## src/rtl/universal_shift_register_n.sv

```systemverilog
// Parametrised universal shift register with hold/shift/rotate/load/clear ops
// and a counted burst-shift engine with Busy/Done handshake.
module universal_shift_register_n #(
  parameter int unsigned WIDTH = 8,
  parameter int unsigned CNT_W = 4
) (
  input  logic             Clk,
  input  logic             Rst,
  input  logic             En,
  input  logic [2:0]       Sel,
  input  logic [WIDTH-1:0] P_in,
  input  logic             R_Shift,
  input  logic             L_Shift,
  input  logic             Start,
  input  logic [CNT_W-1:0] Count,
  input  logic             Abort,
  output logic [WIDTH-1:0] Out,
  output logic             Ser_out_lsb,
  output logic             Ser_out_msb,
  output logic             Busy,
  output logic             Done
);

  localparam logic [2:0] OP_HOLD = 3'b000;
  localparam logic [2:0] OP_SHR  = 3'b001;
  localparam logic [2:0] OP_SHL  = 3'b010;
  localparam logic [2:0] OP_LOAD = 3'b011;
  localparam logic [2:0] OP_ROR  = 3'b100;
  localparam logic [2:0] OP_ROL  = 3'b101;
  localparam logic [2:0] OP_ASR  = 3'b110;

  typedef enum logic {S_IDLE, S_RUN} state_t;

  state_t           state_q, state_d;
  logic [WIDTH-1:0] out_q, out_d;
  logic [CNT_W-1:0] rem_q, rem_d;
  logic [2:0]       op_q, op_d;
  logic             done_q, done_d;

  // Next register value for one operation; "right" moves toward the LSB.
  function automatic logic [WIDTH-1:0] apply_op(input logic [2:0] op,
                                                input logic [WIDTH-1:0] v,
                                                input logic [WIDTH-1:0] p,
                                                input logic r,
                                                input logic l);
    apply_op = '0;
    case (op)
      OP_HOLD: apply_op = v;
      OP_SHR:  apply_op = {r, v[WIDTH-1:1]};
      OP_SHL:  apply_op = {v[WIDTH-2:0], l};
      OP_LOAD: apply_op = p;
      OP_ROR:  apply_op = {v[0], v[WIDTH-1:1]};
      OP_ROL:  apply_op = {v[WIDTH-2:0], v[WIDTH-1]};
      OP_ASR:  apply_op = {v[WIDTH-1], v[WIDTH-1:1]};
      default: apply_op = '0;
    endcase
  endfunction

  function automatic logic is_shift(input logic [2:0] op);
    is_shift = (op == OP_SHR) || (op == OP_SHL) || (op == OP_ROR) ||
               (op == OP_ROL) || (op == OP_ASR);
  endfunction

  // Next-state and datapath selection; Done defaults low every cycle.
  always_comb begin
    state_d = state_q;
    out_d   = out_q;
    rem_d   = rem_q;
    op_d    = op_q;
    done_d  = 1'b0;
    if (En) begin
      case (state_q)
        S_IDLE: begin
          if (Start && (Count == '0)) begin
            done_d = 1'b1;
          end else if (Start && is_shift(Sel)) begin
            out_d = apply_op(Sel, out_q, P_in, R_Shift, L_Shift);
            if (Count == CNT_W'(1)) begin
              done_d = 1'b1;
            end else begin
              op_d    = Sel;
              rem_d   = Count - CNT_W'(1);
              state_d = S_RUN;
            end
          end else begin
            out_d = apply_op(Sel, out_q, P_in, R_Shift, L_Shift);
          end
        end
        S_RUN: begin
          if (Abort) begin
            rem_d   = '0;
            state_d = S_IDLE;
          end else begin
            out_d = apply_op(op_q, out_q, P_in, R_Shift, L_Shift);
            rem_d = rem_q - CNT_W'(1);
            if (rem_q == CNT_W'(1)) begin
              state_d = S_IDLE;
              done_d  = 1'b1;
            end
          end
        end
        default: state_d = S_IDLE;
      endcase
    end
  end

  always_ff @(posedge Clk or negedge Rst) begin
    if (!Rst) begin
      state_q <= S_IDLE;
      out_q   <= '0;
      rem_q   <= '0;
      op_q    <= OP_HOLD;
      done_q  <= 1'b0;
    end else begin
      state_q <= state_d;
      out_q   <= out_d;
      rem_q   <= rem_d;
      op_q    <= op_d;
      done_q  <= done_d;
    end
  end

  assign Out         = out_q;
  assign Ser_out_lsb = out_q[0];
  assign Ser_out_msb = out_q[WIDTH-1];
  assign Busy        = (state_q == S_RUN);
  assign Done        = done_q;

endmodule

```

## config.mk

```make
export PLATFORM = sky130hd
export DESIGN_NAME = universal_shift_register_n
export DESIGN_NICKNAME = d
export VERILOG_FILES = /design/src/rtl/universal_shift_register_n.sv
export SDC_FILE = /design/constraint.sdc
export NUM_CORES = 1
export LEC_CHECK = 0
export BUFFER_PORTS_ARGS = -buffer_cell sky130_fd_sc_hd__clkbuf_2
export CORE_MARGIN = 8
export CORE_UTILIZATION = 26
export CTS_CLUSTER_SIZE = 28
export DETAILED_ROUTE_END_ITERATION = 10
export PLACE_DENSITY_LB_ADDON = 0.3
export SLEW_MARGIN = 40
export SYNTH_ARGS = -nofsm -noshare
export SYNTH_HDL_FRONTEND = slang
export SYNTH_SLANG_ARGS = --single-unit
```

## constraint.sdc

```tcl
create_clock -name Clk -period 2.31 [get_ports Clk]
set_input_delay 0.462 -clock Clk [delete_from_list [all_inputs] [get_ports Clk]]
set_output_delay 0.462 -clock Clk [all_outputs]
set_load 0.02 [all_outputs]
```

== Word-level counts from Yosys, hierarchy flattened ==
Cells that the tools add are included.

* Input port bits: 22
* Latch bits: 0
* Bits in writable memories: 0
* ROM bits: 0
* Memories kept: 0
* Flip-flop bits (word level): 17
* Word-level logic and storage cells: 69

* Eq/ne operators: 22
* Shifts and indexed selects: 0
* Reductions and logical operators: 13
* Bitwise gates (word level): 3
* Add/subtract/negate cells: 2
* Div/mod/pow operators: 0
* $lt $le $gt $ge: 0
* Multiply operators: 0
* Multiplexer cells: 23

{| class="wikitable"
|+ Operators with widths
! kind !! number
|-
| $pmux W8 S7 || 2
|-
| $eq A3 B3 Y1 const B || 6
|-
| $mux W4 || 4
|-
| $mux W8 || 2
|-
| $ne A2 B2 Y1 const B || 8
|-
| $pmux W8 S2 || 1
|-
| $eq A3 B2 Y1 const B || 4
|-
| $mux W1 || 11
|-
| $reduce_and A5 Y1 || 2
|-
| $eq A4 B1 Y1 const B || 2
|-
| $pmux W4 S2 || 1
|-
| $sub A4 B1 Y4 const B || 2
|-
| $reduce_and A7 Y1 || 1
|-
| $eq A3 B1 Y1 const B || 2
|-
| $logic_not A3 Y1 || 2
|-
| $logic_not A4 Y1 || 1
|-
| $logic_or A1 B1 Y1 || 4
|-
| $pmux W1 S2 || 2
|-
| $reduce_and A4 Y1 || 1
|-
| $not A1 Y1 || 3
|-
| $logic_and A1 B1 Y1 || 2
|}

== Longest topological paths before layout ==
* Depth after elaboration: 10
* Depth in mapped cells: 7
* Depth with buffers taken out: 6

== Least setup slack after synthesis ==
OpenSTA, ideal clock, no wires.

* Path kind: input to register
* Start point: input Count[0]
* End point: register out_q[7] (netlist: Out[7])
* Slack: 562 ps
* Stages: 7
* Arrival: 1,608 ps
* Library setup time: 140 ps
* Cell sequence: inv_1 > ha_1 > nor4bb_4 > o32ai_4 > and2_1 > buf_6 > a41oi_2

* Cells in the longest elaborated chain, start to end: 4

{| class="wikitable"
|+ RTL lines
! element !! RTL line !! RTL
|-
| start, declared || 15 || <nowiki>input logic [CNT_W-1:0] Count,</nowiki>
|-
| $logic_not A4 Y1 || 74 || <nowiki>if (Start && (Count == '0)) begin</nowiki>
|-
| $logic_and A1 B1 Y1 || 74 ||
|-
| $ne A2 B2 Y1 (no line) || - ||
|-
| $reduce_and A7 Y1 (no line) || - ||
|-
| end signal, assigned || 116 || <nowiki>out_q <= out_d;</nowiki>
|-
| end, declared || 35 || <nowiki>logic [WIDTH-1:0] out_q, out_d;</nowiki>
|}

No other way between the ends.
A chain may end at the register's enable or synchronous reset.

== Final worst setup path ==
* Start point: register op_q[1]
* End point: register out_q[2] (netlist: Out[2])

* Cells in the longest elaborated chain, start to end: 4

{| class="wikitable"
|+ RTL lines
! element !! RTL line !! RTL
|-
| start, declared || 37 || <nowiki>logic [2:0] op_q, op_d;</nowiki>
|-
| start signal, assigned || 118 || <nowiki>op_q <= op_d;</nowiki>
|-
| $eq A3 B3 Y1 (tied with other cells) || 47 || <nowiki>case (op)</nowiki>
|-
| $pmux W8 S7 || 47 ||
|-
| $mux W8 || 90 || <nowiki>if (Abort) begin</nowiki>
|-
| $pmux W8 S2 || 72 || <nowiki>case (state_q)</nowiki>
|}

Several ways; a longest one is shown, not always the timed one. The select of a mux whose other input is x is not followed.

==> impl_metrics.ini <==
[outcome]
status = finished clean

[critical_path]
cp-endpoint = Out[2]
r2r-end = Out[2]
cp.arrival_ns = 2.02
r2r_cells = 4
slowest_stage = dfrtp_1
max_stage_delay_ns = 0.72
critPathKind = reg2reg
reg2reg_slack_ns = 0.47
crit_chain = nor2b_1 > a221oi_1 > or3_1 > a31oi_2
required_ns = 2.49
timing.rr.start = op_q[1]
crit_fanout = 21
startpoint_type = flip-flop
cp-startpoint = op_q[1]
cp-end-kind = flip-flop

[timing]
holdWs_ns = 0.139
slew_headroom_pct = 60.1
fin_crit_sh_pct = 79.7
final_max_slew_viol_count = 0
period_minus_slack_ns = 1.84
tns_ns = 0
rsz0062_at_grt = no
setup_viol = 0
hold_viol_final = 0
fin_worst_skew_ns = 0.000830
max_freq_ghz = 0.543
tightestPinTransition_ns = 0.598

[routing]
drt-initial-drc-count = 157
drc = 0
wl_met3_um = 265
m1WireLength_mm = 2.59
dr_total_vias = 1711
wl_per_cell_um = 16.7
first_pass_iters = 4
routed.top_layer = met4
vias_per_cell = 5.22
wl_mm = 5.48
ant_nets = 0
met2WireLength_mm = 2.58

[cts]
cts-resized-gates = 0
post-cts-setup-buffers = 0
holdBufCountCts = 0
htreeDepth = 1
clock-sinks = 17
clkLatencyLatePin_ns = 0.25
cts.path.max_buffers = 2
clkTransAtPathRegs_ns = 0.07
cts_tree = done
numCtsBuffers = 3
cts_root_buf = clkbuf_8

[placement]
hpwlAfterDp_mm = 4.12
post-place-cells = 324
routabilityCongestion = 0.860
portBuffers = 33

[grt]
grt_pass1_vias = 1729
grt_max_degree = 30
grt_pass1_wl_mm = 8.86
track_usage_pct = 10.8
antenna_found_initial = 0
overflow = 0

[floorplan]
io_pins = 34
die_area_um2 = 10300
core_um2 = 7140
rows = 31
die_h_um = 101
die_w_um = 101
start_util_pct = 26.5

[pwr]
irDropWorstVdd_uv = 268
leakagePower_nw = 0.897
cellPowerDensity_nw_per_um2 = 1050
clock_power_share_pct = 10.1
power_frac_seq_pct = 34.2
power.total_mw = 2.28
combPwrFrac_pct = 55.6
switching_share_pct = 48.8
p_sw_mw = 1.11
intPower_mw = 1.17

[yosys]
synthXorXnorAreaFrac_pct = 0.927
yosysMostFrequentCell = dfrtp_1
yosys.area_share.simple_pct = 22.1
synth-compound-area-share_pct = 31.7
seq_area_frac_synth_pct = 22.5
netlist_instances = 206
synth_common_cells = dfrtp_1, nand3_1, nand3b_1
syn_nets = 233
yosysWarnings = 0
post-synth-top-area-cell = dfrtp_1
synth_top_area_share_pct = 22.5
synth_area_per_cell_um2 = 9.18
ys.flop_type = dfrtp_1
synth_top_family_by_area = compound AO/OA/AOI/OAI gates
synth_adder_area_share_pct = 3.31
synth_area_leaders = dfrtp_1, mux2_2, a221o_1
synth_area_um2 = 1890
synthArstFlopShare_pct = 100
muxShareOfSynthArea_pct = 11.2
synth_cell_types = 56
synth-edff-count = 0
ys_ff_latch = 17

[cells_and_area]
antenna_cells = 0
final_util_pct = 30.5
syn2layout_area_growth_pct = 15.2
drive_above_1_share_pct = 30.1
nets = 257
final_cells = 328

[run]
maxCapViolCount = 0

[worst_hold_path]
hold_path_class = in2async
-- worst max-delay path, delay by kind of cell, from the launching register on --
family / cells / cell delay (ns)
flops: 1 / 0.72
simple gates: 2 / 0.72
compound gates: 2 / 0.32
-- per-stage QoR --
| stage | setup WS, ns | cell area (um2) |
|---|---|---|
| after floorplan | 0.562 | 1890 |
| after global routing | 0.358 | 2180 |
| final | 0.470 | 2180 |
| after global placement | 0.322 | 2130 |
| after detailed placement | 0.250 | 2130 |
| after CTS | 0.468 | 2180 |
-- power groups by stage --
stage / combinational [mW] / sequential, mW / clock (mW)
3_3_place_gp: 1.26 / 0.786 / 0
5_1_grt: 1.39 / 0.821 / 0.250
2_1_floorplan: 1.03 / 0.660 / 0
4_1_cts: 1.27 / 0.776 / 0.238
6_report: 1.27 / 0.780 / 0.231
3_5_place_dp: 1.27 / 0.782 / 0
-- per-layer routing --
metal	global-route usage, %	vias up
met5	0	-
li1	-	848
met3	1.65	4
met4	4.35	0
met1	14.0	819
met2	17.4	40
-- worst min path at each step --
stage	slack, ns	from	endpoint	cells after the start
2_1_floorplan	0.17	Rst	Busy	0
3_3_place_gp	0.43	Rst	rem_q[0]	1
3_5_place_dp	0.44	Rst	rem_q[0]	1
4_1_cts	0.16	Rst	rem_q[0]	1
5_1_grt	0.17	Rst	rem_q[0]	1
6_report	0.14	Rst	op_q[0]	1
-- logic make-up after synthesis --
logic type	count (synthesis)
AO/OA/AOI/OAI	68
XOR/XNOR	2
adder cells (fa/ha/maj)	5
buffers and inverters	33
flip-flops	17
multiplexers	19
AND/OR/NAND/NOR	62
-- area by class of cell --
type / count / area [um2]
Multi-Input combinational cell: 156 / 1310
Sequential cell: 17 / 425
Timing Repair Buffer: 43 / 240
Fill cell: 769 / 4960
Tap cell: 99 / 124
Inverter: 9 / 33.8
Clock buffer: 4 / 45.0
-- layout by cell type (no fill, tap or decap), drive strengths merged, types with 3 or more instances in the layout --
cell    synthesis  layout
nor3            6       6
buf            13      10
a21oi           8       8
o21ai           3       3
mux2i           8       8
and3b           4       4
clkbuf         11      37
mux2           11      11
a221oi          4       4
nand3          13      13
o311a           3       3
ha              5       5
dfrtp          17      17
a221o           9       9
o211ai          9       9
nand2           3       3
a31oi           8       8
or3             3       3
nor3b           3       3
nor2b           5       5
o21a            4       4
inv             9       9
a21boi          3       3
nand3b         11      11
-- state kept, by name, summed over array words and instances, names as in the netlist --
register  cells
rem_q         4
Out           8
Busy          1
Done          1
op_q          3
(Power assumes the default switching activity.)
